===== config.mk =====
export PLATFORM = sky130hd
export DESIGN_NAME = mem_arbiter
export DESIGN_NICKNAME = d
export VERILOG_FILES = /design/src/rtl/mem_arbiter.sv
export SDC_FILE = /design/constraint.sdc
export NUM_CORES = 1
export LEC_CHECK = 0
export CORE_AREA = 2 2 131 133
export DETAILED_ROUTE_END_ITERATION = 8
export DIE_AREA = 0 0 133 135
export PLACE_DENSITY = 0.72
export SKIP_CTS_REPAIR_TIMING = 1
export SYNTH_ARGS = -nofsm -noshare
export SYNTH_HDL_FRONTEND = slang
export SYNTH_SLANG_ARGS = --single-unit

===== constraint.sdc =====
create_clock -name clk -period 2.05 [get_ports clk]
set_clock_uncertainty 0.2 [all_clocks]
set_input_delay 0.41 -clock clk [delete_from_list [all_inputs] [get_ports clk]]
set_output_delay 0.41 -clock clk [all_outputs]
set_load 0.005 [all_outputs]

===== src/rtl/mem_arbiter.sv =====
// Three-requester single-port RAM arbiter: loader has fixed priority, fetch/data alternate round-robin.
// Latency: grant 1 cycle after IDLE sampling, read data 1 cycle after grant; requests are ignored while busy.
module mem_arbiter #(
  parameter int ADDR_W = 32,
  parameter int DATA_W = 32
) (
  input  logic              clk,
  input  logic              reset,
  input  logic              req_f,
  input  logic              we_f,
  input  logic [ADDR_W-1:0] addr_f,
  input  logic [DATA_W-1:0] wdata_f,
  input  logic              req_d,
  input  logic              we_d,
  input  logic [ADDR_W-1:0] addr_d,
  input  logic [DATA_W-1:0] wdata_d,
  input  logic              req_l,
  input  logic              we_l,
  input  logic [ADDR_W-1:0] addr_l,
  input  logic [DATA_W-1:0] wdata_l,
  output logic              gnt_f,
  output logic              gnt_d,
  output logic              gnt_l,
  output logic              rvalid_f,
  output logic              rvalid_d,
  output logic              rvalid_l,
  output logic [DATA_W-1:0] rdata,
  output logic              ram_we,
  output logic [ADDR_W-1:0] ram_addr,
  output logic [DATA_W-1:0] ram_wdata,
  input  logic [DATA_W-1:0] ram_rdata,
  output logic              busy
);

  typedef enum logic [1:0] {IDLE, ISSUE, RESP} state_t;

  typedef struct packed {
    logic              we;
    logic [ADDR_W-1:0] addr;
    logic [DATA_W-1:0] wdata;
  } cmd_t;

  localparam logic [1:0] ID_F = 2'd0;
  localparam logic [1:0] ID_D = 2'd1;
  localparam logic [1:0] ID_L = 2'd2;

  state_t     state_q, state_d;
  cmd_t       cmd_q, win_cmd;
  logic [1:0] id_q, win_id;
  logic       last_data_q;  // 1 when data won the most recent fetch/data arbitration
  logic       any_req;

  assign any_req = req_f | req_d | req_l;

  always_comb begin
    win_id = ID_F;
    if (req_l)
      win_id = ID_L;
    else if (req_f && req_d)
      win_id = last_data_q ? ID_F : ID_D;
    else if (req_d)
      win_id = ID_D;

    win_cmd = '{we: we_f, addr: addr_f, wdata: wdata_f};
    case (win_id)
      ID_D:    win_cmd = '{we: we_d, addr: addr_d, wdata: wdata_d};
      ID_L:    win_cmd = '{we: we_l, addr: addr_l, wdata: wdata_l};
      default: win_cmd = '{we: we_f, addr: addr_f, wdata: wdata_f};
    endcase
  end

  always_ff @(posedge clk) begin
    if (!reset) begin
      state_q     <= IDLE;
      last_data_q <= 1'b1;
      id_q        <= ID_F;
      cmd_q       <= '0;
    end else begin
      state_q <= state_d;
      if (state_q == IDLE && any_req) begin
        id_q  <= win_id;
        cmd_q <= win_cmd;
        // Loader grants must not disturb the fetch/data rotation.
        if (win_id != ID_L)
          last_data_q <= (win_id == ID_D);
      end
    end
  end

  always_comb begin
    state_d  = state_q;
    gnt_f    = 1'b0;
    gnt_d    = 1'b0;
    gnt_l    = 1'b0;
    rvalid_f = 1'b0;
    rvalid_d = 1'b0;
    rvalid_l = 1'b0;
    rdata    = '0;
    ram_we   = 1'b0;
    case (state_q)
      IDLE: begin
        if (any_req)
          state_d = ISSUE;
      end
      ISSUE: begin
        ram_we  = cmd_q.we;
        gnt_f   = (id_q == ID_F);
        gnt_d   = (id_q == ID_D);
        gnt_l   = (id_q == ID_L);
        state_d = cmd_q.we ? IDLE : RESP;
      end
      RESP: begin
        rvalid_f = (id_q == ID_F);
        rvalid_d = (id_q == ID_D);
        rvalid_l = (id_q == ID_L);
        rdata    = ram_rdata;
        state_d  = IDLE;
      end
      default: state_d = IDLE;
    endcase
  end

  // The command register doubles as the RAM port, so address/data hold between transactions.
  assign ram_addr  = cmd_q.addr;
  assign ram_wdata = cmd_q.wdata;
  assign busy      = (state_q != IDLE);

endmodule


After elaboration in Yosys (flattened, before gate mapping)
Cells that the tools add are included.
Operators by class
  mux-type cells: 16
  reduce and logical (&&, ||, !) cells: 6
  equal/unequal tests: 8
  bitwise operators: 2
Operator list (number)
  65-bit case mux with 2 select lines: 1
  32-bit 2-to-1 mux: 1
  1-bit 2-to-1 mux: 10
  2-bit by 1-bit equality test with 1-bit output, second input constant: 3
  2-bit equality test, second input constant: 3
  2-bit 2-to-1 mux: 3
  2-bit zero test: 2
  2-bit != test, second input constant: 2
  2-bit case mux with 2 select lines: 1
  1-bit logical AND: 2
  1-bit OR: 2
  2-bit AND reduction: 1
  2-bit nonzero test: 1
Storage, ports and cells
  register bits: 70
  logic and storage cells: 38
  bits of input ports: 232

Longest topological paths before layout
  depth after elaboration: 5
  mapped depth: 6

Least setup slack after synthesis
Ideal clock, no wire load.
  path kind: input to register
  start point: in req_l
  end point: reg cmd_q, in the netlist ram_addr[0]
  cell stages on the path: 6
  library setup time: 0.141 ns
  arrival: 1.410 ns
  slack: 0.299 ns
  buffers on the path: 3
  path through: buf_4 -> or3_4 -> buf_6 -> buf_6 -> a21oi_2 -> a311oi_2
On the way
  longest elaborated chain between the ends: 3
RTL lines
  start: declaration: line 17  | input logic req_l,
  2-bit 2-to-1 mux: line 57  | if (req_l)
  2-bit equality test or 2-bit by 1-bit equality test with 1-bit output (tied branches): line 65  | case (win_id)
  65-bit case mux with 2 select lines: line 65
  end signal: assignment: line 82  | cmd_q <= win_cmd;
  end: declaration: line 48  | cmd_t cmd_q, win_cmd;
Several ways; a longest one is shown, not always the timed one.
A chain may end at the register's enable or synchronous reset.

Worst setup path in the final report
  start point: reg state_q[1]
  end point: out rdata[25]
On the way
  longest elaborated chain between the ends: 2
RTL lines
  start: declaration: line 47  | state_t state_q, state_d;
  start signal: assignment: line 79  | state_q <= state_d;
  2-bit equality test: line 100  | case (state_q)
  32-bit 2-to-1 mux: line 100
  end: declaration: line 27  | output logic [DATA_W-1:0] rdata,
Every way passes these cells.

==> qor.txt <==
Share of layout cells above drive strength 1: 8.27%
Area share of the largest cell type after synthesis: 29.5%
Overall power: 0.00513 W
Maximum number of pins on one net before global-route repair: 72
Critical Path AT: 1.67 ns
Number of buffers between clock root and the deepest sink: 2
Post-synthesis register bit count: 70
Startpoint of the most critical register-to-register path: state_q[1]$_SDFFE_PN0P_
Count of maximum capacitance violations: 0
Post-route setup TNS: -0.229 ns
Number of global-route vias before repair: 5389
Post-DR wirelength/cell: 19.3 um
Most area-hungry cell type in the Yosys netlist: sky130_fd_sc_hd__dfxtp_1
Part of the total power dissipated in sequential elements: 32.1%
Crit-path leading delay family: buffers and inverters
Critical Path RT: 1.44 ns
Worst IR Drop VDD: 0.385 mV
Xor/xnor share of the synthesized area: 0%
Transition time of the tightest slew-check pin: 0.379 ns
Quantity of I/O buffers inserted on ports: 335
Critical path endpoint category: primary output
Crit path buf inv count: 2
Clock latency of the later-clocked register in the worst-skew pair: 0.33 ns
Mapped Area: 4740 um2
Count of distinct cell types in the synthesized netlist: 29
Crit path cell chain: nor2b_4, buf_8, and2_4, clkdlybuf4s50_1
Total number of H-tree levels: 3
Worst setup path start: state_q[1]$_SDFFE_PN0P_
Combinational family with the most area after synthesis: compound AO/OA/AOI/OAI gates
Worst max-slew margin expressed relative to the limit: 74.8%
Final routed DRC violation total: 0
TritonCTS clock tree: done
Number of filler instances in the final layout: 1562
Violations in the final reports: setup timing
Count of final hold-check violations: 0
Y dimension of the die: 135 um
Number of clock buffers inserted by TritonCTS: 9
Peak fanout along the critical path: 17
Net switching fraction of the power: 28.7%
Area of the multi-input gates: 2490 um2
Slowest stage cell on the critical path: sky130_fd_sc_hd__clkdlybuf4s50_1
Slowest Stage Delay on Critical Path: 0.49 ns
Post-synthesis mux area share: 0%
Unrepaired setup endpoints after global routing: true
Average instance area after synthesis: 7.96 um2
Sinks on Clock Net: 70
Power per cell area: 619 nW/um2
Simple-gate share of the synthesized area: 20.4%
Portion of the post-synthesis area used by sequential elements: 29.5%
Endpoint of the worst register-to-register path: ram_addr[25]$_SDFFE_PN0P_
Total GRT Usage: 21.2%
Final period utilization: 111%
Combinational power share: 35.1%
Worst hold path type: reg2reg
Clock-pin slew on the worst setup and hold paths: 0.06 ns
Worst R2R Path Depth: 6
Iteration count of the initial detailed-routing pass: 6
Cell Int Power: 0.00366 W
Routed WL: 20.4 mm
Number of antenna violations at the first check in global routing: 2
Fin crit period: 2.28 ns
Fraction of the mapped netlist area in adder cells: 0%
Flop2flop setup slack: 0.32 ns
Core footprint: 16400 um2
Number of nets at the end of the flow: 1061
Category of the critical setup timing path: reg2out
Static leakage: 3.46 nW
Std-Cell Rows: 47
Largest cells by area after synthesis: sky130_fd_sc_hd__dfxtp_1, sky130_fd_sc_hd__nand3_1, sky130_fd_sc_hd__buf_4
Post-Syn Instances: 596
Wire length of the first global-routing pass: 30.0 mm
Outcome: finished with violations
Via count normalized by instance count: 5.35
P_sw: 0.00147 W
Starting DRC count in detailed routing: 381
Overall via count from detail_route: 5640
Global-route congestion overflow total: 0
Effective utilization at floorplan: 28.9%
Clock root cell: sky130_fd_sc_hd__clkbuf_16
Final setup violating endpoints: 1
Nets in the synthesized netlist: 828
Global placer's final weighted congestion: 0.782
Launching element type of the critical path: flop
Timing-limited maximum frequency: 439 MHz
Termination of the worst setup path: rdata[25]
Worst-case setup margin in the final layout: -0.229 ns
Relative area change from synthesis to final layout: 75.0%
Count of synthesis-stage warnings from yosys: 0
Number of ports placed on the die boundary: 336
Total area of sequential cells: 1410 um2
Compound-cell area share of the yosys netlist: 31.4%
Hold WS: 0.247 ns
Overall die width: 133 um
Area of the die: 18000 um2
Post-detail-place hpwl: 14.0 mm
Part of the power in the clock network: 32.8%
Count of nets left with antenna violations after detail routing: 0
Final Slew Violations: 0
Count of cell instances traversed by the critical path: 4
## cells by family after synthesis
family	count (synthesis)
AO/OA/AOI/OAI	202
buffers and inverters	142
flip-flops	70
AND/OR/NAND/NOR	182
## worst reg2reg max path, stage by stage, from the launching register on
cell and delay (ns):
sky130_fd_sc_hd__dfxtp_4 0.36, sky130_fd_sc_hd__buf_4 0.14, sky130_fd_sc_hd__nor2_4 0.14, sky130_fd_sc_hd__inv_2 0.07, sky130_fd_sc_hd__buf_12 0.18, sky130_fd_sc_hd__a211oi_1 0.39, sky130_fd_sc_hd__a311oi_1 0.14
## power groups by stage
| stage | clock, W | combinational (W) | sequential (W) |
|---|---|---|---|
| final | 0.00168 | 0.00180 | 0.00165 |
| after global routing | 0.00180 | 0.00193 | 0.00167 |
| after CTS | 0.00174 | 0.00181 | 0.00165 |
| after detailed placement | 0 | 0.00181 | 0.00167 |
| after global placement | 0 | 0.00179 | 0.00167 |
| after floorplan | 0 | 0.000956 | 0.00164 |
## layer usage
layer  global-route usage [%]  up-vias  part of all wire (%)  routed length (um)
li1                         -     2680                     -                   -
met3                     4.84       32                   8.3                1700
met2                     35.1      277                    49                9930
met5                        0        -                 0.034                   7
met1                     27.4     2649                    41                8380
met4                     6.39        2                   1.6                 335
## cells in the mapped netlist, drive strengths merged
library cell and count:
a211oi 65, a21bo 1, a21boi 1, a21oi 67, a311oi 65, and2 32, buf 98, clkbuf 40
clkinv 1, dfxtp 70, inv 3, nand2 1, nand2b 4, nand3 131, nand4 1, nor2 6
nor2b 1, nor3 5, o21ai 2, o31ai 1, or3 1
## registers in the layout, summed over array words and instances (netlist names)
signal,cells
ram_addr,32
ram_wdata,32
id_q,2
state_q,2
cmd_q,1
last_data_q,1
## cells in the final DEF, fill, tap and decap left out, types with 3 or more instances in the layout
cell	synthesis	routed
sky130_fd_sc_hd__dfxtp_1	70	68
sky130_fd_sc_hd__and2_4	0	3
sky130_fd_sc_hd__a311oi_2	6	6
sky130_fd_sc_hd__nand2b_1	4	3
sky130_fd_sc_hd__buf_4	74	11
sky130_fd_sc_hd__nor2_1	5	5
sky130_fd_sc_hd__a21oi_2	6	6
sky130_fd_sc_hd__a211oi_1	65	65
sky130_fd_sc_hd__clkbuf_16	0	9
sky130_fd_sc_hd__a311oi_1	59	59
sky130_fd_sc_hd__a21oi_1	61	61
sky130_fd_sc_hd__nor3_1	4	4
sky130_fd_sc_hd__and2_1	32	29
sky130_fd_sc_hd__dlymetal6s2s_1	0	39
sky130_fd_sc_hd__clkinv_2	0	4
sky130_fd_sc_hd__buf_12	0	12
sky130_fd_sc_hd__clkdlybuf4s50_1	0	295
sky130_fd_sc_hd__nand3_1	131	131
## how the worst min path moves through the flow
stage / endpoint / from / depth (start not counted)
2_1_floorplan: state_q[1]$_SDFFE_PN0P_ / cmd_q[64]$_SDFFE_PN0P_ / 1
3_3_place_gp: state_q[1]$_SDFFE_PN0P_ / cmd_q[64]$_SDFFE_PN0P_ / 1
3_5_place_dp: state_q[1]$_SDFFE_PN0P_ / cmd_q[64]$_SDFFE_PN0P_ / 1
4_1_cts: state_q[1]$_SDFFE_PN0P_ / cmd_q[64]$_SDFFE_PN0P_ / 1
5_1_grt: state_q[1]$_SDFFE_PN0P_ / cmd_q[64]$_SDFFE_PN0P_ / 1
6_report: state_q[1]$_SDFFE_PN0P_ / cmd_q[64]$_SDFFE_PN0P_ / 1
## final cells by class
type	instances	share of cell area, %
well taps	220	3.32
inverters	4	0.211
clock buffers	9	2.71
flip-flops and latches	70	16.9
clock inverters	7	1.07
diodes	1	0.0301
multi-input cells	384	30.0
repair buffers	360	45.7
## through the flow
step / instances / instance area [um2] / util (%) / setup slack (ns)
after CTS: 1054 / 8170 / 49.8 / -0.374
after global placement: 1038 / 7850 / 47.9 / -0.107
final: 1055 / 8300 / 50.6 / -0.229
after floorplan: 596 / 4740 / - / 0.299
after detailed placement: 1038 / 7850 / 47.9 / -0.176
after global routing: 1054 / 8300 / 50.6 / -0.297
Note: power is estimated with default switching activity, not from simulation.
